===== src/rtl/mem_arbiter_2p_pkg.sv =====
// mem_arbiter_2p_pkg
// Shared definitions for the two-port memory arbiter:
//   state_e            - arbiter FSM states (IDLE, ACCESS, RESP)
//   BASE_ADDR_DEFAULT  - default byte address of RAM word 0
//   NUM_REQ            - number of requesters served by the arbiter
package mem_arbiter_2p_pkg;

  typedef enum logic [1:0] {
    IDLE   = 2'd0,
    ACCESS = 2'd1,
    RESP   = 2'd2
  } state_e;

  localparam logic [31:0] BASE_ADDR_DEFAULT = 32'h1001_0000;
  localparam int          NUM_REQ           = 2;

endpackage


===== src/rtl/mem_addr_decode.sv =====
// mem_addr_decode
// Purely combinational byte-address decoder for the shared RAM window.
// Ports:
//   addr       in   byte address to check
//   addr_ok    out  1 when addr is word aligned and inside
//                   [BASE_ADDR, BASE_ADDR + 4*MEMORY_DEPTH)
//   word_index out  (addr - BASE_ADDR) >> 2 when addr_ok, else 0
module mem_addr_decode
  import mem_arbiter_2p_pkg::*;
#(
  parameter int                    DATA_WIDTH   = 32,
  parameter int                    MEMORY_DEPTH = 32,
  parameter logic [DATA_WIDTH-1:0] BASE_ADDR    = DATA_WIDTH'(BASE_ADDR_DEFAULT)
) (
  input  logic [DATA_WIDTH-1:0] addr,
  output logic                  addr_ok,
  output logic [DATA_WIDTH-1:0] word_index
);

  // One extra bit so the window size and the borrow of the subtraction
  // cannot overflow when the window sits at the top of the address space.
  localparam logic [DATA_WIDTH:0] SPAN = (DATA_WIDTH+1)'(4 * MEMORY_DEPTH);

  logic [DATA_WIDTH:0] offset;

  assign offset = {1'b0, addr} - {1'b0, BASE_ADDR};

  always_comb begin
    // offset MSB set means the subtraction borrowed, i.e. addr < BASE_ADDR
    addr_ok    = (addr[1:0] == 2'b00) && !offset[DATA_WIDTH] && (offset < SPAN);
    word_index = '0;
    if (addr_ok) begin
      word_index = offset[DATA_WIDTH-1:0] >> 2;
    end
  end

endmodule


===== src/rtl/mem_arbiter_2p.sv =====
// mem_arbiter_2p
// Round-robin arbiter giving two requesters access to one external
// single-port RAM (combinational read, write on clock edge).
// One transaction takes three cycles: IDLE (sample) -> ACCESS -> RESP.
// Ports:
//   clk, reset                 clock, asynchronous active-high reset
//   rN_req/we/addr/wdata       request from requester N (byte address)
//   rN_gnt                     pulse during ACCESS for the winner
//   rN_rvalid/rdata/err        response pulse in RESP; rdata/err hold
//   mem_we/addr/wdata          RAM write enable, word index, write data
//   mem_rdata                  RAM combinational read data
module mem_arbiter_2p
  import mem_arbiter_2p_pkg::*;
#(
  parameter int                    MEMORY_DEPTH = 32,
  parameter int                    DATA_WIDTH   = 32,
  parameter logic [DATA_WIDTH-1:0] BASE_ADDR    = DATA_WIDTH'(BASE_ADDR_DEFAULT)
) (
  input  logic                  clk,
  input  logic                  reset,
  input  logic                  r0_req,
  input  logic                  r0_we,
  input  logic [DATA_WIDTH-1:0] r0_addr,
  input  logic [DATA_WIDTH-1:0] r0_wdata,
  output logic                  r0_gnt,
  output logic                  r0_rvalid,
  output logic [DATA_WIDTH-1:0] r0_rdata,
  output logic                  r0_err,
  input  logic                  r1_req,
  input  logic                  r1_we,
  input  logic [DATA_WIDTH-1:0] r1_addr,
  input  logic [DATA_WIDTH-1:0] r1_wdata,
  output logic                  r1_gnt,
  output logic                  r1_rvalid,
  output logic [DATA_WIDTH-1:0] r1_rdata,
  output logic                  r1_err,
  output logic                  mem_we,
  output logic [DATA_WIDTH-1:0] mem_addr,
  output logic [DATA_WIDTH-1:0] mem_wdata,
  input  logic [DATA_WIDTH-1:0] mem_rdata
);

  state_e                state_q, state_d;
  logic                  last_q, last_d;     // index of the requester granted last
  logic                  sel_q, sel_d;       // index of the current winner
  logic                  we_q, we_d;
  logic [DATA_WIDTH-1:0] addr_q, addr_d;
  logic [DATA_WIDTH-1:0] wdata_q, wdata_d;
  logic [NUM_REQ-1:0]    gnt_q, gnt_d;
  logic [NUM_REQ-1:0]    rvalid_q, rvalid_d;
  logic [NUM_REQ-1:0]    err_q, err_d;
  logic [DATA_WIDTH-1:0] rdata_q [NUM_REQ];
  logic [DATA_WIDTH-1:0] rdata_d [NUM_REQ];

  logic [NUM_REQ-1:0]    req;
  logic                  win;
  logic                  addr_ok;
  logic [DATA_WIDTH-1:0] word_index;

  assign req = {r1_req, r0_req};

  // Decode works on the latched address so it is stable through ACCESS.
  mem_addr_decode #(
    .DATA_WIDTH  (DATA_WIDTH),
    .MEMORY_DEPTH(MEMORY_DEPTH),
    .BASE_ADDR   (BASE_ADDR)
  ) u_decode (
    .addr      (addr_q),
    .addr_ok   (addr_ok),
    .word_index(word_index)
  );

  always_comb begin
    state_d  = state_q;
    last_d   = last_q;
    sel_d    = sel_q;
    we_d     = we_q;
    addr_d   = addr_q;
    wdata_d  = wdata_q;
    gnt_d    = '0;
    rvalid_d = '0;
    err_d    = err_q;
    rdata_d  = rdata_q;
    win      = 1'b0;

    case (state_q)
      IDLE: begin
        if (|req) begin
          // On a tie the requester that was not granted last wins.
          win       = (req == 2'b11) ? ~last_q : req[1];
          sel_d     = win;
          last_d    = win;
          we_d      = win ? r1_we    : r0_we;
          addr_d    = win ? r1_addr  : r0_addr;
          wdata_d   = win ? r1_wdata : r0_wdata;
          gnt_d[win] = 1'b1;
          state_d   = ACCESS;
        end
      end
      ACCESS: begin
        rvalid_d[sel_q] = 1'b1;
        err_d[sel_q]    = ~addr_ok;
        rdata_d[sel_q]  = (addr_ok && !we_q) ? mem_rdata : '0;
        state_d         = RESP;
      end
      RESP: begin
        state_d = IDLE;
      end
      default: begin
        state_d = IDLE;
      end
    endcase
  end

  always_ff @(posedge clk or posedge reset) begin
    if (reset) begin
      state_q    <= IDLE;
      last_q     <= 1'b1;
      sel_q      <= 1'b0;
      we_q       <= 1'b0;
      addr_q     <= '0;
      wdata_q    <= '0;
      gnt_q      <= '0;
      rvalid_q   <= '0;
      err_q      <= '0;
      rdata_q[0] <= '0;
      rdata_q[1] <= '0;
    end else begin
      state_q    <= state_d;
      last_q     <= last_d;
      sel_q      <= sel_d;
      we_q       <= we_d;
      addr_q     <= addr_d;
      wdata_q    <= wdata_d;
      gnt_q      <= gnt_d;
      rvalid_q   <= rvalid_d;
      err_q      <= err_d;
      rdata_q[0] <= rdata_d[0];
      rdata_q[1] <= rdata_d[1];
    end
  end

  // RAM drive is derived from flops only; zero outside ACCESS so an
  // asynchronous reset silences the RAM port at once.
  always_comb begin
    mem_we    = 1'b0;
    mem_addr  = '0;
    mem_wdata = '0;
    if (state_q == ACCESS) begin
      mem_we    = addr_ok & we_q;
      mem_addr  = word_index;
      mem_wdata = addr_ok ? wdata_q : '0;
    end
  end

  assign r0_gnt    = gnt_q[0];
  assign r1_gnt    = gnt_q[1];
  assign r0_rvalid = rvalid_q[0];
  assign r1_rvalid = rvalid_q[1];
  assign r0_err    = err_q[0];
  assign r1_err    = err_q[1];
  assign r0_rdata  = rdata_q[0];
  assign r1_rdata  = rdata_q[1];

endmodule


===== config.mk =====
export PLATFORM = sky130hd
export DESIGN_NAME = mem_arbiter_2p
export DESIGN_NICKNAME = d
export VERILOG_FILES = /design/src/rtl/mem_arbiter_2p_pkg.sv /design/src/rtl/mem_addr_decode.sv /design/src/rtl/mem_arbiter_2p.sv
export SDC_FILE = /design/constraint.sdc
export NUM_CORES = 1
export LEC_CHECK = 0
export BUFFER_PORTS_ARGS = -buffer_cell sky130_fd_sc_hd__buf_2
export CORE_MARGIN = 3
export CORE_UTILIZATION = 45
export DETAILED_ROUTE_END_ITERATION = 16
export PLACE_DENSITY = 0.75
export SLEW_MARGIN = 20
export SYNTH_ARGS = -nofsm -noshare
export SYNTH_HDL_FRONTEND = slang
export SYNTH_SLANG_ARGS = --single-unit

===== constraint.sdc =====
create_clock -name clk -period 5.5 [get_ports clk]
set_clock_uncertainty 0.2 [all_clocks]
set_input_delay 0.275 -clock clk [delete_from_list [all_inputs] [get_ports clk]]
set_output_delay 0.275 -clock clk [all_outputs]
set_load 0.01 [all_outputs]

==> metrics.md <==
| Metric | Value |
|---|---|
| FF+latch count, synth | 139 |
| RSZ-0062 raised after global routing | false |
| Largest net degree at the start of global routing | ~110 |
| Clock root cell | clkbuf_16 |
| Die Height | roughly 140 µm |
| Initial antenna violation count | 3 |
| Vias per cell | between 5 and 6 |
| Worst Tran Pin Value | between 1 and 1.5 ns |
| First-pass GRT wire length | 41,100 µm |
| Setup TNS | 0 ns |
| Setup Buffers After CTS | 0 |
| Post-cts resize count | 0 |
| Power Dens Cells | 424 nW/µm² |
| Critical path type | flop to output pin |
| Clock sinks | roughly 140 |
| CTS tree | built |
| Fin nets | around 1,400 |
| Hold_ws | 0.0135 ns |
| Area contributors post-synth | dfrtp_1 46%, o21ai_0 8.2%, nand2_1 7.5%, mux2i_1 6.0%, nor3_2 5.2% |
| Placed Area | slightly below 9000 µm² |
| Core ar. | ~16,000 µm² |
| CTS Hold Bufs | ~120 |
| CTS clk-pin slew, worst paths | roughly 0.060 ns |
| Post-synthesis cell type count | 48 |
| Post-synth top area cell | dfrtp_1 |
| Max-Cap Viols | 0 |
| IO Count | 301 |
| Minimum clock period after layout | between 3 and 4 ns |
| Worst VDD drop | ~310 µV |
| Commonest non-fill, non-tap cell in the layout | buf_2 |
| HPWL after DPL | ~15,000 µm |
| Routed vias | between 7,000 and 8,000 |
| Final hold vios | 0 |
| Post-Route WL | 26,600 µm |
| Asr flop ratio synth | 1.00 |
| Drt drc | 0 |
| Critical-path cell list | inv_1 -> ha_1 -> nor4b_2 -> nand3_1 -> a2111oi_4 -> o2111ai_4 -> buf_4 -> nor3_2 -> buf_2 |
| Most frequent cells in the layout | 273 x buf_2, 149 x nand2_1, 138 x dfrtp_1 |
| Leak | about 5.1 nW |
| Post-synth top area share | 0.458 |
| Status | complete, no violations |
| Crit end category | output pin |
| WP data required | 5.03 ns |
| Max-slew headroom | 0.304 |
| Util after Layout | 0.663 |
| Layout cells sized above 1 | 0.302 |
| Final setup violation count | 0 |
| Cells after Synth | 859 |
| Skew-Pair Late Insertion Delay | between 0.4 and 0.5 ns |
| Die area | approximately 18,000 µm² |
| Die width | between 100 and 150 µm |
| Critical Path Source Type | flop |
| DRT antenna net count | 0 |
| Drt wl/cell | 18.5 µm |
| Fin crit share | 0.685 |
| Vias in the first global route | slightly below 8,000 |
| # port buffers | 273 |
| Final Max Tran Viols | 0 |
| Post-synth EDFFs | 0 |
| Final Cell Area | 10,700 µm² |
| Htree depth | 4 |
| Drt pass-1 iters | 7 |
| Routability cong. | around 0.83 |
| Num rows | 46 |
| Starting Density | 0.467 |
| Syn_area_per_cell | about 9 µm² |
| Cell Area, Synth | 7530 µm² |
| CP Max Fanout | 38 |
| GRT overflow | 0 |
| WP data arrival | about 3.3 ns |
| Total CTS buffers | 17 |
| Delay of the slowest critical-path stage | around 0.48 ns |
| Area grow syn2layout | 41.8% |
| CTS max path bufs | 2 |
| Slowest CP cell | a2111oi_4 |
| Fmax | approximately 270 MHz |
| Ys Warns | 0 |
| GRT Resource Usage Total | 0.284 |
| HP Class | primary input to flop |
| Post-synth top flop | dfrtp_1 |
| Starting DRT DRC Count | about 720 |
| Seq/Total Area, Yosys | 0.462 |
==> flip-flops by register name, indices dropped and copies added, names as in the netlist <==
name,cells
gnt_q,2
last_q,1
we_q,1
state_q,2
r0_rdata,32
wdata_q,32
err_q,2
rvalid_q,2
r1_rdata,32
sel_q,1
addr_q,32
==> area by class of cell <==
type                            instances  area, µm²
Antenna cell                            3       7.51
Timing Repair Buffer                  405       2660
Tap cell                              216        270
Inverter                               27        106
Fill cell                            1248       5440
Multi-Input combinational cell        617       3550
Clock buffer                           18        429
Clock inverter                         14        171
Sequential cell                       139       3480
==> power breakdown <==
group          internal [mW]  leakage [nW]  total (mW)  switching [mW]
clock                  0.716         0.298        1.18           0.464
sequential              1.31          1.81        1.59           0.285
combinational          0.694          2.96        1.76            1.06
total                   2.72          5.07        4.53            1.81
==> synthesized netlist by cell type (4+ instances only) <==
cell type	instances
nor2_1	78
buf_2	8
buf_4	28
nor3_2	39
nand2b_1	34
mux2i_1	45
a21oi_1	4
a222oi_1	20
nand3_1	4
o21ai_1	52
nand2_1	150
buf_1	4
o21ai_0	124
dfrtp_1	138
buf_6	9
inv_1	27
a21o_1	5
clkbuf_1	53
==> cell families after synthesis <==
kind of cell / synth area share
AND/OR/NAND/NOR: 0.211
buffers and inverters: 0.0885
XOR/XNOR: 0.00116
AO/OA/AOI/OAI: 0.175
other: 0.000498
multiplexers: 0.0598
adder cells (fa/ha/maj): 0.00166
flip-flops: 0.462
==> final timing paths <==
check / startpoint / end / slack (ns) / cells after the start
max: addr_q[16] / mem_wdata[21] / 1.73 / 9
min: r1_addr[27] / addr_q[27] / 0.01 / 3
max reg2reg: addr_q[16] / r0_rdata[16] / 2.55 / 8
min reg2reg: r0_rdata[20] / r0_rdata[20] / 0.27 / 2
max in group asynchronous: reset / r1_rdata[6] / 3.52 / 4
min in group asynchronous: reset / addr_q[18] / 0.35 / 3
==> per-stage QoR <==
stage | worst slack [ns] | total power, mW | std cells
finish | 1.73 | 4.53 | 1439
global route | 1.54 | 4.77 | 1439
CTS | 1.80 | 4.39 | 1436
detailed placement | 2.28 | 2.99 | 1282
global placement | 2.40 | 2.94 | 1282
floorplan | 1.30 | 2.60 | 885
==> critical path: cells and delay by family, from the launching register on <==
| kind | cells | cell delay [ns] |
|---|---|---|
| simple gates | 3 | 0.81 |
| compound gates | 2 | 0.64 |
| buf+inv | 3 | 0.64 |
| fa+ha+maj | 1 | 0.28 |
| flops | 1 | 0.47 |
==> per-layer routing <==
| metal | track usage | share of wire | vias up |
|---|---|---|---|
| li1 | - | - | 3574 |
| met3 | 0.0736 | 0.092 | 110 |
| met1 | 0.346 | 0.37 | 3780 |
| met5 | 0 | 0 | - |
| met2 | 0.471 | 0.49 | 526 |
| met4 | 0.133 | 0.046 | 0 |
Note: power is estimated with default switching activity, not from simulation.
